===== src/rtl/constants.svh =====
// constants.svh: global fixed-point and oscillator-count settings.
`ifndef CONSTANTS_SVH
`define CONSTANTS_SVH
`define FIXED_POINT 8
`define N_OSCILLATORS 4
`endif


===== src/rtl/protocol_pkg.sv =====
// protocol_pkg: shared oscillator and mixer protocol types and constants.
//   FIXED_POINT_W : fractional bits added on top of the oscillator amplitude width
//   N_OSC         : number of time-multiplexed oscillator voices
//   osc_shape_t   : oscillator waveform selector
//   mixer_state_t : mixer sequencer states
`ifndef CONSTANTS_SVH
`include "constants.svh"
`endif
package protocol_pkg;
  localparam int FIXED_POINT_W = `FIXED_POINT;
  localparam int N_OSC = `N_OSCILLATORS;
  typedef enum logic [1:0] {OSC_SINE, OSC_SQUARE, OSC_SAW, OSC_TRIANGLE} osc_shape_t;
  typedef enum logic [1:0] {IDLE, SCAN, DONE} mixer_state_t;
endpackage


===== src/rtl/sat_shift.sv =====
// sat_shift: arithmetic right shift, then clamp (SATURATE=1) or truncate (SATURATE=0) to OUT_W.
//   din  in  IN_W signed   value to scale (IN_W >= OUT_W)
//   dout out OUT_W signed  scaled result
module sat_shift #(
  parameter int IN_W = 35,
  parameter int OUT_W = 32,
  parameter int SHIFT = 2,
  parameter bit SATURATE = 1'b1
) (
  input  logic signed [IN_W-1:0]  din,
  output logic signed [OUT_W-1:0] dout
);
  if (SATURATE) begin : g_sat
    localparam logic signed [IN_W-1:0] MAX = {{(IN_W-OUT_W+1){1'b0}}, {(OUT_W-1){1'b1}}};
    localparam logic signed [IN_W-1:0] MIN = {{(IN_W-OUT_W+1){1'b1}}, {(OUT_W-1){1'b0}}};
    logic signed [IN_W-1:0] sh;
    assign sh = din >>> SHIFT;
    assign dout = sh > MAX ? OUT_W'(MAX) : sh < MIN ? OUT_W'(MIN) : sh[OUT_W-1:0];
  end else begin : g_wrap
    assign dout = OUT_W'(din >>> SHIFT);
  end
endmodule


===== src/rtl/wavegen_mixer.sv =====
// wavegen_mixer: per-frame oscillator voice sequencer, accumulator and scaled mixer.
//   clk, rstn (sync active-low), sample_tick  : clock, reset, frame start pulse
//   osc_index out                             : voice index to oscillator, N_WAVEGENS = idle
//   osc_out, osc_enabled in                   : sample/enable for current osc_index
//   mix_out, mix_valid, voice_active out      : frame result, one-cycle update strobe, enable snapshot
//   busy, overrun out                         : frame in progress, sticky tick-during-scan flag
// Macro WAVEGEN_MIXER_SATURATE_EN: clamp mix_out instead of wrapping.
module wavegen_mixer
  import protocol_pkg::*;
#(
  parameter int WIDTH = 24,
  parameter int N_WAVEGENS = N_OSC,
  parameter int GAIN_SHIFT = $clog2(N_WAVEGENS),
  localparam int OW = WIDTH + FIXED_POINT_W,
  localparam int IW = $clog2(N_WAVEGENS + 1)
) (
  input  logic                  clk,
  input  logic                  rstn,
  input  logic                  sample_tick,
  output logic [IW-1:0]         osc_index,
  input  logic signed [OW-1:0]  osc_out,
  input  logic                  osc_enabled,
  output logic signed [OW-1:0]  mix_out,
  output logic                  mix_valid,
  output logic [N_WAVEGENS-1:0] voice_active,
  output logic                  busy,
  output logic                  overrun
);
  localparam int AW = OW + $clog2(N_WAVEGENS) + 1;
  localparam logic [IW-1:0] IDLE_IDX = IW'(N_WAVEGENS);
  localparam logic [IW-1:0] LAST_IDX = IW'(N_WAVEGENS - 1);
`ifdef WAVEGEN_MIXER_SATURATE_EN
  localparam bit SAT_EN = 1'b1;
`else
  localparam bit SAT_EN = 1'b0;
`endif
  mixer_state_t state_q, state_d;
  logic [IW-1:0] idx_q, idx_d;
  logic signed [AW-1:0] acc_q, acc_d;
  logic [N_WAVEGENS-1:0] shadow_q, shadow_d, vact_q, vact_d;
  logic signed [OW-1:0] mix_q, mix_d, scaled;
  logic valid_q, valid_d, ovr_q, ovr_d, restart;
  always_ff @(posedge clk) begin
    if (!rstn) begin
      state_q  <= IDLE;
      idx_q    <= IDLE_IDX;
      acc_q    <= '0;
      shadow_q <= '0;
      vact_q   <= '0;
      mix_q    <= '0;
      valid_q  <= 1'b0;
      ovr_q    <= 1'b0;
    end else begin
      state_q  <= state_d;
      idx_q    <= idx_d;
      acc_q    <= acc_d;
      shadow_q <= shadow_d;
      vact_q   <= vact_d;
      mix_q    <= mix_d;
      valid_q  <= valid_d;
      ovr_q    <= ovr_d;
    end
  end
  always_comb begin
    state_d = state_q;
    case (state_q)
      IDLE:    state_d = sample_tick ? SCAN : IDLE;
      SCAN:    state_d = idx_q == LAST_IDX ? DONE : SCAN;
      DONE:    state_d = sample_tick ? SCAN : IDLE;
      default: state_d = IDLE;
    endcase
  end
  // A tick only starts a frame from IDLE or DONE; during SCAN it just flags overrun.
  assign restart = sample_tick && state_q != SCAN;
  always_comb begin
    idx_d = restart ? '0 : state_q == SCAN && idx_q != LAST_IDX ? idx_q + 1'b1 : IDLE_IDX;
    acc_d = restart ? '0 : state_q == SCAN ? acc_q + AW'(osc_out) : acc_q;
    shadow_d = shadow_q;
    for (int i = 0; i < N_WAVEGENS; i++)
      shadow_d[i] = state_q == SCAN && idx_q == IW'(i) ? osc_enabled : shadow_q[i];
    mix_d   = state_q == DONE ? scaled : mix_q;
    vact_d  = state_q == DONE ? shadow_q : vact_q;
    valid_d = state_q == DONE;
    ovr_d   = ovr_q | (state_q == SCAN && sample_tick);
  end
  sat_shift #(.IN_W(AW), .OUT_W(OW), .SHIFT(GAIN_SHIFT), .SATURATE(SAT_EN)) u_sat (
    .din(acc_q), .dout(scaled)
  );
  assign osc_index    = idx_q;
  assign mix_out      = mix_q;
  assign mix_valid    = valid_q;
  assign voice_active = vact_q;
  assign busy         = state_q != IDLE;
  assign overrun      = ovr_q;
endmodule

===== config.mk =====
export PLATFORM = sky130hd
export DESIGN_NAME = wavegen_mixer
export DESIGN_NICKNAME = d
export VERILOG_FILES = /design/src/rtl/protocol_pkg.sv /design/src/rtl/sat_shift.sv /design/src/rtl/wavegen_mixer.sv
export VERILOG_INCLUDE_DIRS = /design/src /design/src/rtl
export SDC_FILE = /design/constraint.sdc
export NUM_CORES = 1
export LEC_CHECK = 0
export ABC_AREA = 1
export CORE_MARGIN = 3
export CORE_UTILIZATION = 55
export DETAILED_ROUTE_END_ITERATION = 12
export DONT_BUFFER_PORTS = 1
export PLACE_DENSITY = 0.73
export SYNTH_ARGS = -nofsm -noshare
export SYNTH_HDL_FRONTEND = slang
export SYNTH_SLANG_ARGS = --single-unit
export TNS_END_PERCENT = 100

===== constraint.sdc =====
create_clock -name clk -period 1.8 [get_ports clk]
set_input_delay 0.36 -clock clk [delete_from_list [all_inputs] [get_ports clk]]
set_output_delay 0.36 -clock clk [all_outputs]
set_load 0.01 [all_outputs]

==> out/summary.txt, run 1 <==
Compound-Gate Fraction of Synth Area - 18.0%
Final Setup Violations - 12
Worst-path clk slew - 100 ps
CP Cell Sequence - ha_4, inv_2, fa_2, o21ai_4, nand2_1, nand2_2, nand2_2, nand2_4, buf_4, xor2_1, o21ai_1, inv_1
Die Y - 104 um
Leak - 0.00342 uW
Initial DRT Pass Iterations - 5
Worst path slowest cell - fa_2
sequential-to-total area share from yosys stat - 30.9%
WL per Instance - 16.4 um
initial antenna violation count - 0
crit path max fanout - 4
distinct cell type count after synthesis - 27
largest net degree at the start of global routing - 47
Port-buffer cells - 0
CTS Hold Buffers Added - 0
Vias/cell - 5.43
RePlAce Congestion - 0.947
antenna viol nets, final - 0
total gr overflow - 0
Synth Flop Type - dfxtp_1
clock share of power - 27.1%
ANT cells - 0
Sw Ratio - 36.1%
Startpoint Class - flip-flop
die extent in x - 104 um
Peak Freq - 0.520 GHz
dpl cells - 1009
Critical Path Sink Type - flip-flop
RSZ-0062 raised after global routing - true
adder-cell share of the synthesized area - 9.44%
crit path launch - acc_q[0]
synthesized flop and latch total - 81
leading area contributor after synthesis - dfxtp_1
fin crit period - 1920 ps
reg-to-reg startpoint - acc_q[0]
Max Slew Vio Count - 0
pwr dens - 722 nW/um^2
Req. time, crit path - 2100 ps
simple logic cell fraction of the synthesized area - 26.4%
combinational power share - 33.4%
layout cells sized above 1 - 27.7%
DP HPWL - 12.2 mm
CTS buffer count - 9
Slew HR - 72.0%
CTS tree - built
worst vdd ir - 0.000612 V
CTS max path bufs - 2
Synth warnings - 0
via count - 5589
critical path arrival - 2220 ps
final hold violation count - 0
worst path bufs/invs - 3
Total Wirelength - 16.9 mm
DR iter-0 viols - 383
slowest stage delay, CP - 380 ps
CTS Root Cell - clkbuf_8
GRT Util Overall - 29.7%
top post-synthesis cells by count - nand2_1, inv_1, a21oi_1
Ports - 78
share of the synthesized area in the top cell type - 30.9%
XOR/XNOR share of the synthesized area - 2.50%
H-tree Lvls - 3
fillers - 709
failing checks - negative setup slack
share of power burned in registers - 39.5%
worst hold path type - primary input to flip-flop
CP top delay family - adder cells
post-synthesis async set-or-reset flop share - 0%
switching power - 1790 uW
Worst Hold Launch - rstn
slack of the critical path - -122 ps
final net count - 972
Design Power - 4960 uW
Syn Nets - 909
Core ar. - 9240 um^2
cell with the most instances after synthesis - nand2_1
Post-Syn Area - 5250 um^2
Setup Crit Path Kind - flip-flop to flip-flop
P&R area growth vs syn - 30.9%
number of synthesized flops with an enable pin - 0
worst skew pair latency - 350 ps
clk_skew - 13.6 ps
largest family of logic cells by synthesized area - simple AND/OR/NAND/NOR gates
die area - 10700 um^2
# rows - 35
P_int - 3170 uW
first-pass GRT wire length - 26.2 mm
top cells by area, synth - dfxtp_1, nand2_1, inv_1
clock sink count - 81
Finished Layout Cells - 1030
final routed DRC violation total - 0
vias in the first global route - 5515
Worst-Margin Slew - 420 ps
status - finished, violations left
final worst path period share - 107%
syn_area_per_cell - 6.29 um^2
Top cell by count, worst path - nand2_2
Syn Inst Count - 834
post-synthesis mux area share - 0%
maxcap violations - 0
Starting Density - 56.8%
worst register-to-register path: stages (launching register included):
cell and delay, ps:
dfxtp_2 360, ha_4 130, inv_2 40, fa_2 380, o21ai_4 200, nand2_1 90
nand2_2 120, nand2_2 80, nand2_4 80, buf_4 120, xor2_1 150, o21ai_1 80
inv_1 60
per-layer routing:
layer / GRT usage, % / routed length, um
met1: 35.0 / 6970
met3: 5.98 / 849
met5: 0 / 0
met2: 53.0 / 8570
met4: 11.5 / 559
sequential cells by signal, summed over array words and instances (netlist names):
register / cells
shadow_q: 4
overrun: 1
acc_q: 34
state_q: 2
mix_valid: 1
mix_out: 32
osc_index: 3
voice_active: 4
layout make-up:
type / count / area, um^2 / share of cell area, %
Timing Repair Buffer: 73 / 568 / 8.27
Clock buffer: 11 / 151 / 2.20
Multi-Input combinational cell: 576 / 3720 / 54.2
Clock inverter: 4 / 35.0 / 0.510
Tap cell: 129 / 161 / 2.35
Inverter: 156 / 588 / 8.56
Sequential cell: 81 / 1640 / 23.9
through the flow:
stage          util, %  setup WS, ps  cell area (um^2)  hold WS, ps  TNS, ps
2_1_floorplan        -          30.8              5260          429        0
3_3_place_gp      63.5          -249              5870          447    -2030
3_5_place_dp      63.5          -281              5870          452    -2870
4_1_cts           68.0          -117              6280          111     -663
5_1_grt           74.3          -188              6870          117    -2260
6_report          74.3          -122              6870          124     -704
path summary, 6_finish.rpt:
kind	slack, ps	cells past startpoint	endpoint
min	120	1	osc_index[2]
max	-120	12	acc_q[10]
min reg2reg	470	2	voice_active[2]
max reg2reg	-120	12	acc_q[10]
layout by cell type (no fill, tap or decap), drive strengths merged, types with 2 or more instances in the layout:
master and n:
nand4 7, inv 158, o21bai 3, nand2 191, nor3 7, xor2 14, clkinv 2, dfxtp 81
clkbuf 11, a21oi 97, nor2 89, nand3 43, ha 38, o21ai 80, buf 73
power by group through the flow:
stage               combinational [uW]  sequential (uW)  clock [uW]
floorplan                          833             1950           0
finish                            1660             1960        1340
global placement                  1280             1970           0
detailed placement                1300             1970           0
CTS                               1380             1940        1360
global route                      1820             1960        1420
cell families after synthesis:
| group | after synthesis |
|---|---|
| AO/OA/AOI/OAI | 184 |
| XOR/XNOR | 15 |
| adder cells (fa/ha/maj) | 39 |
| buffers and inverters | 177 |
| flip-flops | 81 |
| AND/OR/NAND/NOR | 338 |
repair_timing:
action / in CTS / in global routing
pin swaps: 14 / 35
buffers inserted: 1 / 5
cloned: 0 / 0
resized for setup: 48 / 137
setup endpoints to repair: 24 / 28
(Power assumes the default switching activity.)
==> run 2: changes to the inputs <==
CTS_BUF_LIST = sky130_fd_sc_hd__clkbuf_8   (was unset)
==> results of run 2 <==
Same layout as run 1: the final DEF is identical, and so are final timing and power.
==> run 3: changes to the inputs <==
CORE_UTILIZATION = 51   (was 55)
DONT_BUFFER_PORTS = unset   (was 1)
PLACE_DENSITY = 0.79   (was 0.73)
SETUP_SLACK_MARGIN = 0.3   (was unset)
==> run 3 against run 2 <==
  * The run still ends with negative setup slack left
  * Sequential cell count unchanged
  * Register-to-register slack got worse by 200 ps
  * Worst setup slack got worse by 200 ps
  * Non-clock buffer count increased by 105
  * Worst hold slack improved by 340 ps
  * Total power increased by 14%
  * Clock power about the same
  * Sequential share of layout area decreased by 4.2 points
  * Via count increased by 23%
  * Largest power group is now combinational logic
==> out/summary.txt, run 3 (synthesis gave the netlist of run 1 again) <==
status - finished, violations left (unchanged)
failing checks - negative setup slack (unchanged)
Initial DRT Pass Iterations - 6 (was 5)
crit path max fanout - 4 (unchanged)
worst hold path type - flip-flop to flip-flop (was primary input to flip-flop)
RSZ-0062 raised after global routing - true (unchanged)
Core ar. - 9910 um^2 (was 9240 um^2)
P&R area growth vs syn - 60.1% (was 30.9%)
vias in the first global route - 6275 (was 5515)
Starting Density - 52.9% (was 56.8%)
number of flip-flops in the largest register - 34 (unchanged)
Final Setup Violations - 28 (was 12)
critical path arrival - 2400 ps (was 2220 ps)
fin crit period - 2120 ps (was 1920 ps)
final routed DRC violation total - 0 (unchanged)
final worst path period share - 118% (was 107%)
slowest stage delay, CP - 350 ps (was 380 ps)
CTS buffer count - 9 (unchanged)
clock sink count - 81 (unchanged)
worst vdd ir - 0.000421 V (was 0.000612 V)
Peak Freq - 0.471 GHz (was 0.520 GHz)
maxcap violations - 0 (unchanged)
DP HPWL - 12.7 mm (was 12.2 mm)
Final Cell Area - 8400 um^2 (was 6870 um^2)
CTS tree - built (unchanged)
clk_skew - 12.6 ps (was 13.6 ps)
layout cells sized above 1 - 34.1% (was 27.7%)
final setup TNS - -4350 ps (was -704 ps)
DR iter-0 viols - 778 (was 383)
pwr dens - 674 nW/um^2 (was 722 nW/um^2)
total gr overflow - 0 (unchanged)
initial antenna violation count - 0 (unchanged)
Vias/cell - 6.01 (was 5.43)
Leak - 0.00433 uW (was 0.00342 uW)
CP Cell Sequence - ha_4, a21oi_1, o21ai_0, a21oi_1, nand2_4, buf_6, nand2_1, nand2_1, o21ai_1, inv_1 (was ha_4, inv_2, fa_2, o21ai_4, nand2_1, nand2_2, nand2_2, nand2_4, buf_4, xor2_1, o21ai_1, inv_1)
final net count - 1077 (was 972)
most common cell after layout, fill and taps aside - inv_1 (unchanged)
Worst-path clk slew - 90 ps (was 100 ps)
CTS max path bufs - 2 (unchanged)
Port-buffer cells - 77 (was 0)
Worst path slowest cell - dfxtp_2 (was fa_2)
via count - 6855 (was 5589)
die area - 11500 um^2 (was 10700 um^2)
Ports - 78 (unchanged)
Req. time, crit path - 2080 ps (was 2100 ps)
WL per Instance - 21.1 um (was 16.4 um)
Startpoint Class - flip-flop (unchanged)
Die Y - 107 um (was 104 um)
CP top delay family - compound AO/OA/AOI/OAI gates (was adder cells)
antenna viol nets, final - 0 (unchanged)
worst skew pair latency - 390 ps (was 350 ps)
first-pass GRT wire length - 29.8 mm (was 26.2 mm)
Finished Layout Cells - 1141 (was 1030)
worst path bufs/invs - 2 (was 3)
most frequent cells in the layout - inv_1, nand2_1, buf_4 (was inv_1, nand2_1, a21oi_1)
# rows - 36 (was 35)
slack of the critical path - -321 ps (was -122 ps)
die extent in x - 107 um (was 104 um)
Setup Crit Path Kind - flip-flop to flip-flop (unchanged)
register name with the most flops - acc_q (unchanged)
Total Wirelength - 24.1 mm (was 16.9 mm)
dpl cell area - 7120 um^2 (was 5870 um^2)
Slew HR - 62.7% (was 72.0%)
final hold violation count - 0 (unchanged)
Critical Path Sink Type - flip-flop (unchanged)
dpl cells - 1103 (was 1009)
Worst-Margin Slew - 559 ps (was 420 ps)
largest net degree at the start of global routing - 44 (was 47)
CTS Root Cell - clkbuf_8 (unchanged)
H-tree Lvls - 3 (unchanged)
pre-CTS WS - -644 ps (was -281 ps)
Max Slew Vio Count - 0 (unchanged)
GRT Util Overall - 32.7% (was 29.7%)
RePlAce Congestion - 0.909 (was 0.947)
==> run 3: cell count changes in the layout (fill, tap and decap cells not counted), moves of 6 or more <==
cell,change
ha_4,+7
a21oi_4,+12
buf_4,+12
a21oi_2,-15
nand2_1,-35
nand2_4,+27
dlygate4sd2_1,+72
dfxtp_2,+8
buf_6,+16
nor2_4,+7
dfxtp_1,-8
inv_1,-6
==> run 3: layout make-up <==
class                           instances  area (um^2)
Multi-Input combinational cell        576         4280
Sequential cell                        81         1650
Timing Repair Buffer                  178         1510
Fill cell                             579         1510
Inverter                              156          591
Tap cell                              133          166
Clock buffer                           10          138
Clock inverter                          6         51.3
Antenna cell                            1         2.50
==> run 3: through the flow <==
stage,utilization (%),hold WS [ps],power [uW]
2_1_floorplan,-,429,2920
3_3_place_gp,71.8,438,3550
3_5_place_dp,71.8,454,3600
4_1_cts,79.1,456,5160
5_1_grt,84.7,487,5830
6_report,84.7,464,5660
==> run 3: where the power goes <==
part           leakage (uW)  internal [uW]  switching [uW]
clock network     0.0000931            554             812
logic               0.00357            965            1370
registers          0.000667           1880            83.6
==> run 3: what timing repair did <==
action | CTS | global route
hold buffers | 0 | 0
endpoints found under the setup margin | 75 | 33
pin swaps | 47 | 65
gates resized for setup | 219 | 122
buffers inserted | 12 | 9
==> run 3: worst paths after layout <==
kind / depth (start not counted) / start / slack, ps / endpoint
min reg2reg: 1 / overrun / 460 / overrun
max reg2reg: 10 / acc_q[9] / -320 / acc_q[16]
min: 1 / overrun / 460 / overrun
max: 10 / acc_q[9] / -320 / acc_q[16]
==> run 3: metal layers <==
metal / global-route usage, % / up-vias / wire length, um
met5: 0 / - / 0
met4: 15.2 / 0 / 1900
met3: 6.90 / 198 / 2240
met2: 58.0 / 502 / 11100
met1: 37.4 / 3184 / 8870
li1: - / 2971 / -
